File: src/rtl/enemy_column_ctrl.sv
// ---------------------------------------------------------------------------
// enemy_column_ctrl
//
// Controller for one column of ROWS stacked enemies. It keeps an alive mask
// instead of per-sprite hit/death state, runs the column's march state
// machine, checks the player bullet against every row each cycle, adds up
// score, and shortens the step delay as enemies die.
//
// The formation top level ORs the left/right flags of all columns and feeds
// them back as left_in/right_in. The sprite renderer consumes x, y, alive and
// frame.
//
// Ports:
//   clk       clock
//   reset     synchronous, active-high reset
//   tick      one-cycle strobe, once per frame after drawing
//   left_in   some column of the formation is at the left edge
//   right_in  some column of the formation is at the right edge
//   b_valid   player bullet active this cycle
//   bx, by    bullet position
//   x         column x
//   y         y of row 0 (top row)
//   alive     per-row alive mask, bit 0 = top row
//   left      this column is at or past X_MIN and has an enemy alive
//   right     this column is at or past X_MAX and has an enemy alive
//   b_hit     one-cycle pulse when a kill occurs
//   move      high for one tick period after a step or drop
//   frame     animation frame bit, toggles on each step or drop
//   all_dead  no enemy left in this column
//   gg        an alive enemy has reached GG_Y (sticky until reset)
//   score     sum of points for dead rows
// ---------------------------------------------------------------------------
module enemy_column_ctrl #(
    parameter int ROWS         = 5,
    parameter int X_W          = 10,
    parameter int Y_W          = 9,
    parameter int CELL_W       = 12,
    parameter int CELL_H       = 8,
    parameter int ROW_PITCH    = 13,
    parameter int STEP_X       = 2,
    parameter int STEP_Y       = 8,
    parameter int X_MIN        = 4,
    parameter int X_MAX        = 228,
    parameter int START_X      = 2,
    parameter int START_Y      = 0,
    parameter int GG_Y         = 200,
    parameter int DELAY_INIT   = 63,
    parameter int DELAY_MIN    = 2,
    parameter int KILL_SPEEDUP = 8
) (
    input  logic            clk,
    input  logic            reset,
    input  logic            tick,
    input  logic            left_in,
    input  logic            right_in,
    input  logic            b_valid,
    input  logic [X_W-1:0]  bx,
    input  logic [Y_W-1:0]  by,
    output logic [X_W-1:0]  x,
    output logic [Y_W-1:0]  y,
    output logic [ROWS-1:0] alive,
    output logic            left,
    output logic            right,
    output logic            b_hit,
    output logic            move,
    output logic            frame,
    output logic            all_dead,
    output logic            gg,
    output logic [10:0]     score
);

    localparam int DLY_W = (DELAY_INIT < 2) ? 1 : $clog2(DELAY_INIT + 1);
    localparam int CNT_W = (ROWS < 2) ? 1 : $clog2(ROWS + 1);

    // March direction is encoded in the state: *_R marches right, *_L left.
    typedef enum logic [2:0] {
        IDLE_R,
        STEP_R,
        DOWN_R,
        IDLE_L,
        STEP_L,
        DOWN_L
    } state_t;

    state_t ps, ns;

    logic [DLY_W-1:0] delay;
    logic [DLY_W-1:0] delay_set;
    int               delay_calc;
    logic [CNT_W-1:0] dead_count;

    // Box bounds are one bit wider than the coordinates so x+CELL_W and
    // y+r*ROW_PITCH+CELL_H never wrap back into the playfield.
    logic [X_W:0]     bx_ext;
    logic [X_W:0]     x_lo;
    logic [X_W:0]     x_hi;
    logic [Y_W:0]     by_ext;
    logic [Y_W:0]     row_top [ROWS];
    logic [Y_W:0]     row_bot [ROWS];

    logic [ROWS-1:0]  row_hit;
    logic [ROWS-1:0]  kill_mask;
    logic             hit_any;
    logic [10:0]      hit_pts;
    logic             gg_reach;
    logic             stepping;

    // Top row is worth the most, upper half of the rest medium, bottom least.
    function automatic logic [10:0] row_points(input int r);
        if (r == 0)
            return 11'd40;
        else if (r <= ROWS / 2)
            return 11'd20;
        else
            return 11'd10;
    endfunction

    // -----------------------------------------------------------------------
    // Status flags
    // -----------------------------------------------------------------------
    assign all_dead = ~|alive;
    assign left     = (x <= X_W'(X_MIN)) & ~all_dead;
    assign right    = (x >= X_W'(X_MAX)) & ~all_dead;

    assign stepping = (ps == STEP_R) || (ps == STEP_L) ||
                      (ps == DOWN_R) || (ps == DOWN_L);

    // -----------------------------------------------------------------------
    // Row boxes, bullet test and invasion test
    // -----------------------------------------------------------------------
    assign bx_ext = {1'b0, bx};
    assign by_ext = {1'b0, by};
    assign x_lo   = {1'b0, x};
    assign x_hi   = x_lo + (X_W+1)'(CELL_W);

    always_comb begin
        // NOTE: every variable written here gets a default before any
        // conditional logic, so no path leaves one unassigned (no latch).
        row_hit  = '0;
        gg_reach = 1'b0;
        for (int r = 0; r < ROWS; r++) begin
            row_top[r] = {1'b0, y} + (Y_W+1)'(r * ROW_PITCH);
            row_bot[r] = row_top[r] + (Y_W+1)'(CELL_H);
            row_hit[r] = b_valid & alive[r] &
                         (bx_ext >= x_lo) & (bx_ext < x_hi) &
                         (by_ext >= row_top[r]) & (by_ext < row_bot[r]);
            if (alive[r] && (row_bot[r] > (Y_W+1)'(GG_Y)))
                gg_reach = 1'b1;
        end
    end

    // Later (lower) rows overwrite earlier ones, so the bottom-most matching
    // row is the one killed.
    always_comb begin
        hit_any   = 1'b0;
        kill_mask = '0;
        hit_pts   = '0;
        for (int r = 0; r < ROWS; r++) begin
            if (row_hit[r]) begin
                hit_any      = 1'b1;
                kill_mask    = '0;
                kill_mask[r] = 1'b1;
                hit_pts      = row_points(r);
            end
        end
    end

    // -----------------------------------------------------------------------
    // Step delay: shrinks with each dead enemy, floored at DELAY_MIN.
    // Uses the registered alive mask, so a kill landing on a tick does not
    // affect that tick's reload.
    // -----------------------------------------------------------------------
    always_comb begin
        dead_count = '0;
        for (int r = 0; r < ROWS; r++) begin
            if (!alive[r])
                dead_count = dead_count + CNT_W'(1);
        end
    end

    always_comb begin
        delay_calc = DELAY_INIT - KILL_SPEEDUP * int'(dead_count);
        if (delay_calc < DELAY_MIN)
            delay_calc = DELAY_MIN;
        delay_set = DLY_W'(delay_calc);
    end

    // -----------------------------------------------------------------------
    // March state machine
    // -----------------------------------------------------------------------
    always_ff @(posedge clk) begin
        // NOTE: sequential state uses non-blocking assignments so every
        // register samples pre-edge values regardless of evaluation order.
        if (reset)
            ps <= IDLE_R;
        else
            ps <= ns;
    end

    // Only ticks advance the machine; an empty column freezes it.
    always_comb begin
        ns = ps;
        if (tick && !all_dead) begin
            case (ps)
                IDLE_R: if (delay == '0) ns = right_in ? DOWN_R : STEP_R;
                STEP_R: ns = IDLE_R;
                DOWN_R: ns = IDLE_L;
                IDLE_L: if (delay == '0) ns = left_in ? DOWN_L : STEP_L;
                STEP_L: ns = IDLE_L;
                DOWN_L: ns = IDLE_R;
                default: ns = IDLE_R;
            endcase
        end
    end

    // -----------------------------------------------------------------------
    // Position, animation, kills, score and invasion flag
    // -----------------------------------------------------------------------
    always_ff @(posedge clk) begin
        if (reset) begin
            x     <= X_W'(START_X);
            y     <= Y_W'(START_Y);
            alive <= '1;
            score <= '0;
            b_hit <= 1'b0;
            move  <= 1'b0;
            frame <= 1'b0;
            gg    <= 1'b0;
            delay <= DLY_W'(DELAY_INIT);
        end else begin
            // Hits are independent of tick; the kill clears the alive bit,
            // so a bullet held on the same row cannot score twice.
            b_hit <= hit_any;
            if (hit_any) begin
                alive <= alive & ~kill_mask;
                score <= score + hit_pts;
            end

            if (gg_reach)
                gg <= 1'b1;

            if (tick) begin
                delay <= (delay == '0) ? delay_set : delay - DLY_W'(1);
                move  <= stepping & ~all_dead;
                if (!all_dead) begin
                    case (ps)
                        STEP_R:         x <= x + X_W'(STEP_X);
                        STEP_L:         x <= x - X_W'(STEP_X);
                        DOWN_R, DOWN_L: y <= y + Y_W'(STEP_Y);
                        default: ;
                    endcase
                    if (stepping)
                        frame <= ~frame;
                end
            end
        end
    end

endmodule

File: config.mk
export PLATFORM = sky130hd
export DESIGN_NAME = enemy_column_ctrl
export DESIGN_NICKNAME = d
export VERILOG_FILES = /design/src/rtl/enemy_column_ctrl.sv
export SDC_FILE = /design/constraint.sdc
export NUM_CORES = 1
export LEC_CHECK = 0
export CORE_MARGIN = 2
export CORE_UTILIZATION = 50
export DETAILED_ROUTE_END_ITERATION = 16
export PLACE_DENSITY = 0.76
export SKIP_LAST_GASP = 1
export SYNTH_ARGS = -nofsm -noshare
export SYNTH_HDL_FRONTEND = slang
export SYNTH_SLANG_ARGS = --single-unit
File: constraint.sdc
create_clock -name clk -period 5 [get_ports clk]
set_input_delay 0.5 -clock clk [delete_from_list [all_inputs] [get_ports clk]]
set_output_delay 0.5 -clock clk [all_outputs]
set_load 0.01 [all_outputs]
; Word level (Yosys, flattened, before mapping)
; Index checks and enable logic that the tools add are counted.
[totals]
regBits = 48
in_bits = 25
output_inout_bits = 42
wordCells = 141
[classes]
addsub = 20
n_lt_le_gt_ge = 20
eq_ne = 7
muxes = 33
bitwise_logic = 31
n_reduce_logical = 20
[ops]
columns = cell, count
row1 = 10-bit by 8-bit > comparator with 1-bit output (second input constant), 5
row2 = 9-bit by 10-bit < comparator with 1-bit output, 5
row3 = 11-bit two-way mux, 4
row4 = 10-bit by 4-bit adder with 10-bit output (second input constant), 4
row5 = 9-bit by 10-bit greater-or-equal comparator with 1-bit output, 4
row6 = 1-bit bitwise AND, 28
row7 = 9-bit by 4-bit adder with 10-bit output (second input constant), 2
row8 = 9-bit by 6-bit adder with 10-bit output (second input constant), 2
row9 = 5-bit two-way mux, 4
row10 = 10-bit case mux with 2 select lines, 1
row11 = 3-bit two-way mux, 6
row12 = 6-bit two-way mux, 3
row13 = 1-bit two-way mux, 13
row14 = 3-bit by 1-bit adder with 3-bit output (second input constant), 4
row15 = 3-bit AND reduction, 4
row16 = 10-bit by 4-bit adder with 11-bit output (second input constant), 1
row17 = 11-bit adder, 1
row18 = 10-bit by 11-bit < comparator with 1-bit output, 1
row19 = 10-bit by 2-bit adder with 10-bit output (second input constant), 1
row20 = 9-bit by 5-bit adder with 10-bit output (second input constant), 1
row21 = 10-bit greater-or-equal comparator, 1
row22 = 10-bit by 8-bit greater-or-equal comparator with 1-bit output (second input constant), 1
row23 = 10-bit by 3-bit <= comparator with 1-bit output (second input constant), 1
row24 = 10-bit by 2-bit subtractor with 10-bit output (second input constant), 1
row25 = other kinds (22), 33

; Longest topological paths before layout
[logic_depth]
ltp_word = 13
ltp_mapped = 22

; Worst setup path before layout
; No wires, ideal clock.
[synth_timing]
path_type = register -> register
start = register y[3]
end = register score[8]
t_arrival_ns = 4.696
setup_slack_ns = 0.233
path_stages_with_launch = 22
n_path_buf = 1
synth_period_minus_slack_ns = 4.767
path_cell_list = dfxtp_1 -> buf_1 -> inv_1 -> ha_1 -> and2b_1 -> xnor2_1 -> or2_1 -> o21ai_0 -> ha_1 -> a211o_1 -> a21o_1 -> a31oi_1 -> o21ai_1 -> a21oi_1 -> ha_1 -> a21o_1 -> a21o_1 -> a21o_1 -> a21oi_1 -> a311oi_4 -> a31o_1 -> a21oi_1
[synth_lines]
columns = element, line_no
row1 = start: declaration, 60  ; output logic [Y_W-1:0] y,
row2 = start signal: assignment, 222  ; y <= Y_W'(START_Y);
row3 = start signal: assignment, 249  ; DOWN_R, DOWN_L: y <= y + Y_W'(STEP_Y);
row4 = end signal: assignment, 236  ; score <= score + hit_pts;
row5 = end: declaration, 69  ; output logic [10:0] score

; Final worst setup path
[layout_timing]
start = register y[4]
end = register score[10]
[layout_between]
elab_chain_len = 9
elab_cells_between_ends = 40
classes_between = 10 x add/sub / 10 x order compare / 10 x mux / 10 x bitwise
[layout_rtl]
columns = element, line_no
row1 = "9-bit by 4-bit adder with 10-bit output, or another cell as far along", 142  ; row_top[r] = {1'b0, y} + (Y_W+1)'(r * ROW_PITCH);
row2 = "10-bit by 4-bit adder with 10-bit output, or another cell as far along", 143  ; row_bot[r] = row_top[r] + (Y_W+1)'(CELL_H);
row3 = "9-bit by 10-bit < comparator with 1-bit output, or another cell as far along", 146  ; (by_ext >= row_top[r]) & (by_ext < row_bot[r]);
row4 = 1-bit bitwise AND or 6-bit two-way mux (tied branches), "146, 159"
row5 = 11-bit two-way mux (4 in a row), 159  ; if (row_hit[r]) begin
row6 = 11-bit adder, 236
; Parallel ways exist; a longest one is shown, timed or not.
; A chain may end at the register's enable or synchronous reset.

==> flow_metrics.py <==
metrics = {
    "drt": {
        "drt_iter0_drc": 266,
        "detail-route-antenna-nets": 0,
        "vias": 4748,
        "wl_per_cell_um": 16.1,
        "drtPass1Iterations": 4,
        "drc": 0,
        "via_per_inst": 5.87,
        "finalWirelength_mm": 13.1,
    },
    "global_routing": {
        "grt_pass1_vias": 4643,
        "grt_max_degree": 28,
        "grt_pass1_wl_mm": 21.5,
        "grt_overflow_total": 0,
        "antenna_found_initial": 0,
        "grt_util_all_layers_pct": 23.5,
    },
    "critical_path": {
        "end_kind": "register",
        "reg2regPathDepth": 20,
        "critical_path_class": "reg -> reg",
        "arrival_ns": 4.98,
        "cp.required_ns": 5.23,
        "cp-start-kind": "register",
        "rr_endpoint": "score[10]",
        "cp_max_fo": 7,
        "r2r-start": "y[4]",
        "rrSetupSlack_ns": 0.25,
    },
    "clock_network": {
        "htree_levels": 2,
        "clk_path_buf_depth": 2,
        "clk_pin_slew_ns": 0.09,
        "clock_sinks": 43,
        "cts_inserted_buffers": 5,
        "cts-hold-fix-buffers": 0,
        "clk_latency_ns": 0.30,
        "tritoncts": "done",
        "cts-root-buf": "clkbuf_8",
    },
    "timing": {
        "layout_min_cycle_time_ns": 4.75,
        "finalSetupTns_ns": 0,
        "relSlewSlack_pct": 40.1,
        "max_freq_mhz": 210,
        "rsz0062_at_grt": "yes",
        "period_share_pct": 95.1,
        "drv_slew": 0,
        "setup_viol": 0,
        "fin_skew_ns": 0.00779,
        "max_slew.worst_pin.slew_ns": 0.890,
        "finalWorstSetupSlack_ns": 0.245,
        "hold_viol": 0,
    },
    "finish": {
        "final_common_cell": "ha_1",
        "nNetsFinal": 798,
        "fin_util_pct": 60.5,
        "drive_gt1_share_pct": 7.40,
        "final_cell_mix": "ha_1, clkdlybuf4s50_1, nor2_1, dfxtp_1, xnor2_1",
        "antenna_cells": 0,
        "area_delta_synth_final_pct": 17.5,
    },
    "synthesis": {
        "netlist_area_mm2": 0.00506,
        "synth.area.top_cells": "ha_1, dfxtp_1, xnor2_1, nor2_1, a21oi_1",
        "synth_cell_types": 80,
        "synth_area_leader_cell": "ha_1",
        "synthCells": 614,
        "synthArstFlopShare_pct": 0,
        "yosys.area.top_type_share_pct": 23.5,
        "synth_edf_count": 0,
        "yosys_warnings": 0,
        "synth_flop_cell": "dfxtp_1",
        "avgSynthCellArea_um2": 8.24,
        "synth-seq-area-share_pct": 17.0,
        "yosys_register_bits": 43,
    },
    "place": {
        "port_buffers": 61,
        "place_congestion": 0.973,
        "hpwl_mm": 10.4,
        "pre_cts_ws_ns": 0.218,
    },
    "floorplanning": {
        "rows": 36,
        "die_area_mm2": 0.0109,
        "core_mm2": 0.00982,
        "io_pins": 67,
        "die_h_um": 105,
        "start_util_pct": 51.5,
        "die_x_um": 105,
    },
    "pwr": {
        "leakage_nw": 2.44,
        "irDropWorstVdd_mv": 0.113,
        "finalPower_mw": 0.736,
        "powerDensity_mw_per_mm2": 124,
    },
    "run_status": {
        "status": "complete, no violations",
    },
    "worst_hold_path": {
        "holdPathEnd": "move",
        "hold_class": "reg -> reg",
        "hold_depth": 2,
        "worstHoldStart": "move",
    },
    "job": {
        "max_cap_viol_count": 0,
    },
}
[report_power, final]
group	internal, mW	switching, mW	total, mW
registers	0.345	0.00426	0.350
clock network	0.109	0.123	0.232
logic	0.0712	0.0836	0.155
[flip-flops by register name, summed over array words and instances, names as in the netlist]
signal  flops
score      10
x           9
delay       6
y           6
alive       5
ps          3
b_hit       1
frame       1
gg          1
move        1
[worst max-delay path, cell delays in order (launching register included)]
cell	delay (ns)
dfxtp_1	0.38
clkinvlp_4	0.20
ha_1	0.28
and2b_1	0.22
xnor2_1	0.09
or2_1	0.29
o21ai_0	0.24
ha_1	0.29
a211o_1	0.27
a21o_1	0.15
a31oi_1	0.15
o21ai_1	0.17
nand4_1	0.18
o21ai_0	0.13
ha_1	0.37
a21o_1	0.15
a21o_1	0.11
a21oi_1	0.11
a311oi_4	0.37
or3b_1	0.40
a21oi_2	0.13
[worst max path at each step]
stage,to,slack (ns),from
final,score[10],0.25,y[4]
after CTS,score[8],0.20,y[4]
after floorplan,score[8],0.23,y[3]
after global placement,score[8],0.36,y[4]
after detailed placement,score[8],0.22,y[4]
after global routing,score[10],-0.06,y[4]
[per-layer routing]
layer | vias up | global-route usage [%] | wire [um]
li1 | 2331 | - | -
met1 | 2221 | 29.7 | 5780
met2 | 165 | 41.1 | 6290
met3 | 31 | 3.31 | 672
met4 | 0 | 7.62 | 323
met5 | - | 0 | 0
[through the flow]
step	hold WS [ns]	area [um2]	std cells
3_3_place_gp	0.457	5820	800
3_5_place_dp	0.488	5820	800
5_1_grt	0.523	5940	809
2_1_floorplan	0.472	5070	618
6_report	0.501	5940	809
4_1_cts	0.501	5910	807
[cell families after synthesis]
kind of cell / share of synthesized area [%]
AND/OR/NAND/NOR: 18.2
AO/OA/AOI/OAI: 22.0
adder cells (fa/ha/maj): 24.3
buffers and inverters: 5.27
XOR/XNOR: 10.1
flip-flops: 17.0
multiplexers: 3.04
other: 0.0741
[final cells by class]
| cell class | count | area (um2) |
|---|---|---|
| Clock buffer | 6 | 82.6 |
| Clock inverter | 1 | 5.00 |
| Tap cell | 133 | 166 |
| Fill cell | 877 | 3880 |
| Inverter | 37 | 143 |
| Multi-Input combinational cell | 513 | 3960 |
| Timing Repair Buffer | 76 | 723 |
| Sequential cell | 43 | 861 |
[repair_timing]
action,CTS,global route
setup buffers,0,2
gates resized for setup,0,6
endpoints found under the setup margin,0,3
[Yosys cell counts, drive strengths merged, types with 4 or more instances]
master,count
a21oi,40
ha,95
nand2b,13
a211o,4
inv,37
xnor2,40
dfxtp,43
nor2b,16
o21a,8
a31oi,7
a2111oi,4
nand3,15
buf,12
o211ai,5
nor4,5
a21o,15
nor3,13
nand2,37
or3,5
xor2,14
a211oi,5
mux2i,12
o21ai,29
nor2,54
clkbuf,13
nand4,7
or2,4
nand3b,5
(Power assumes the default switching activity.)
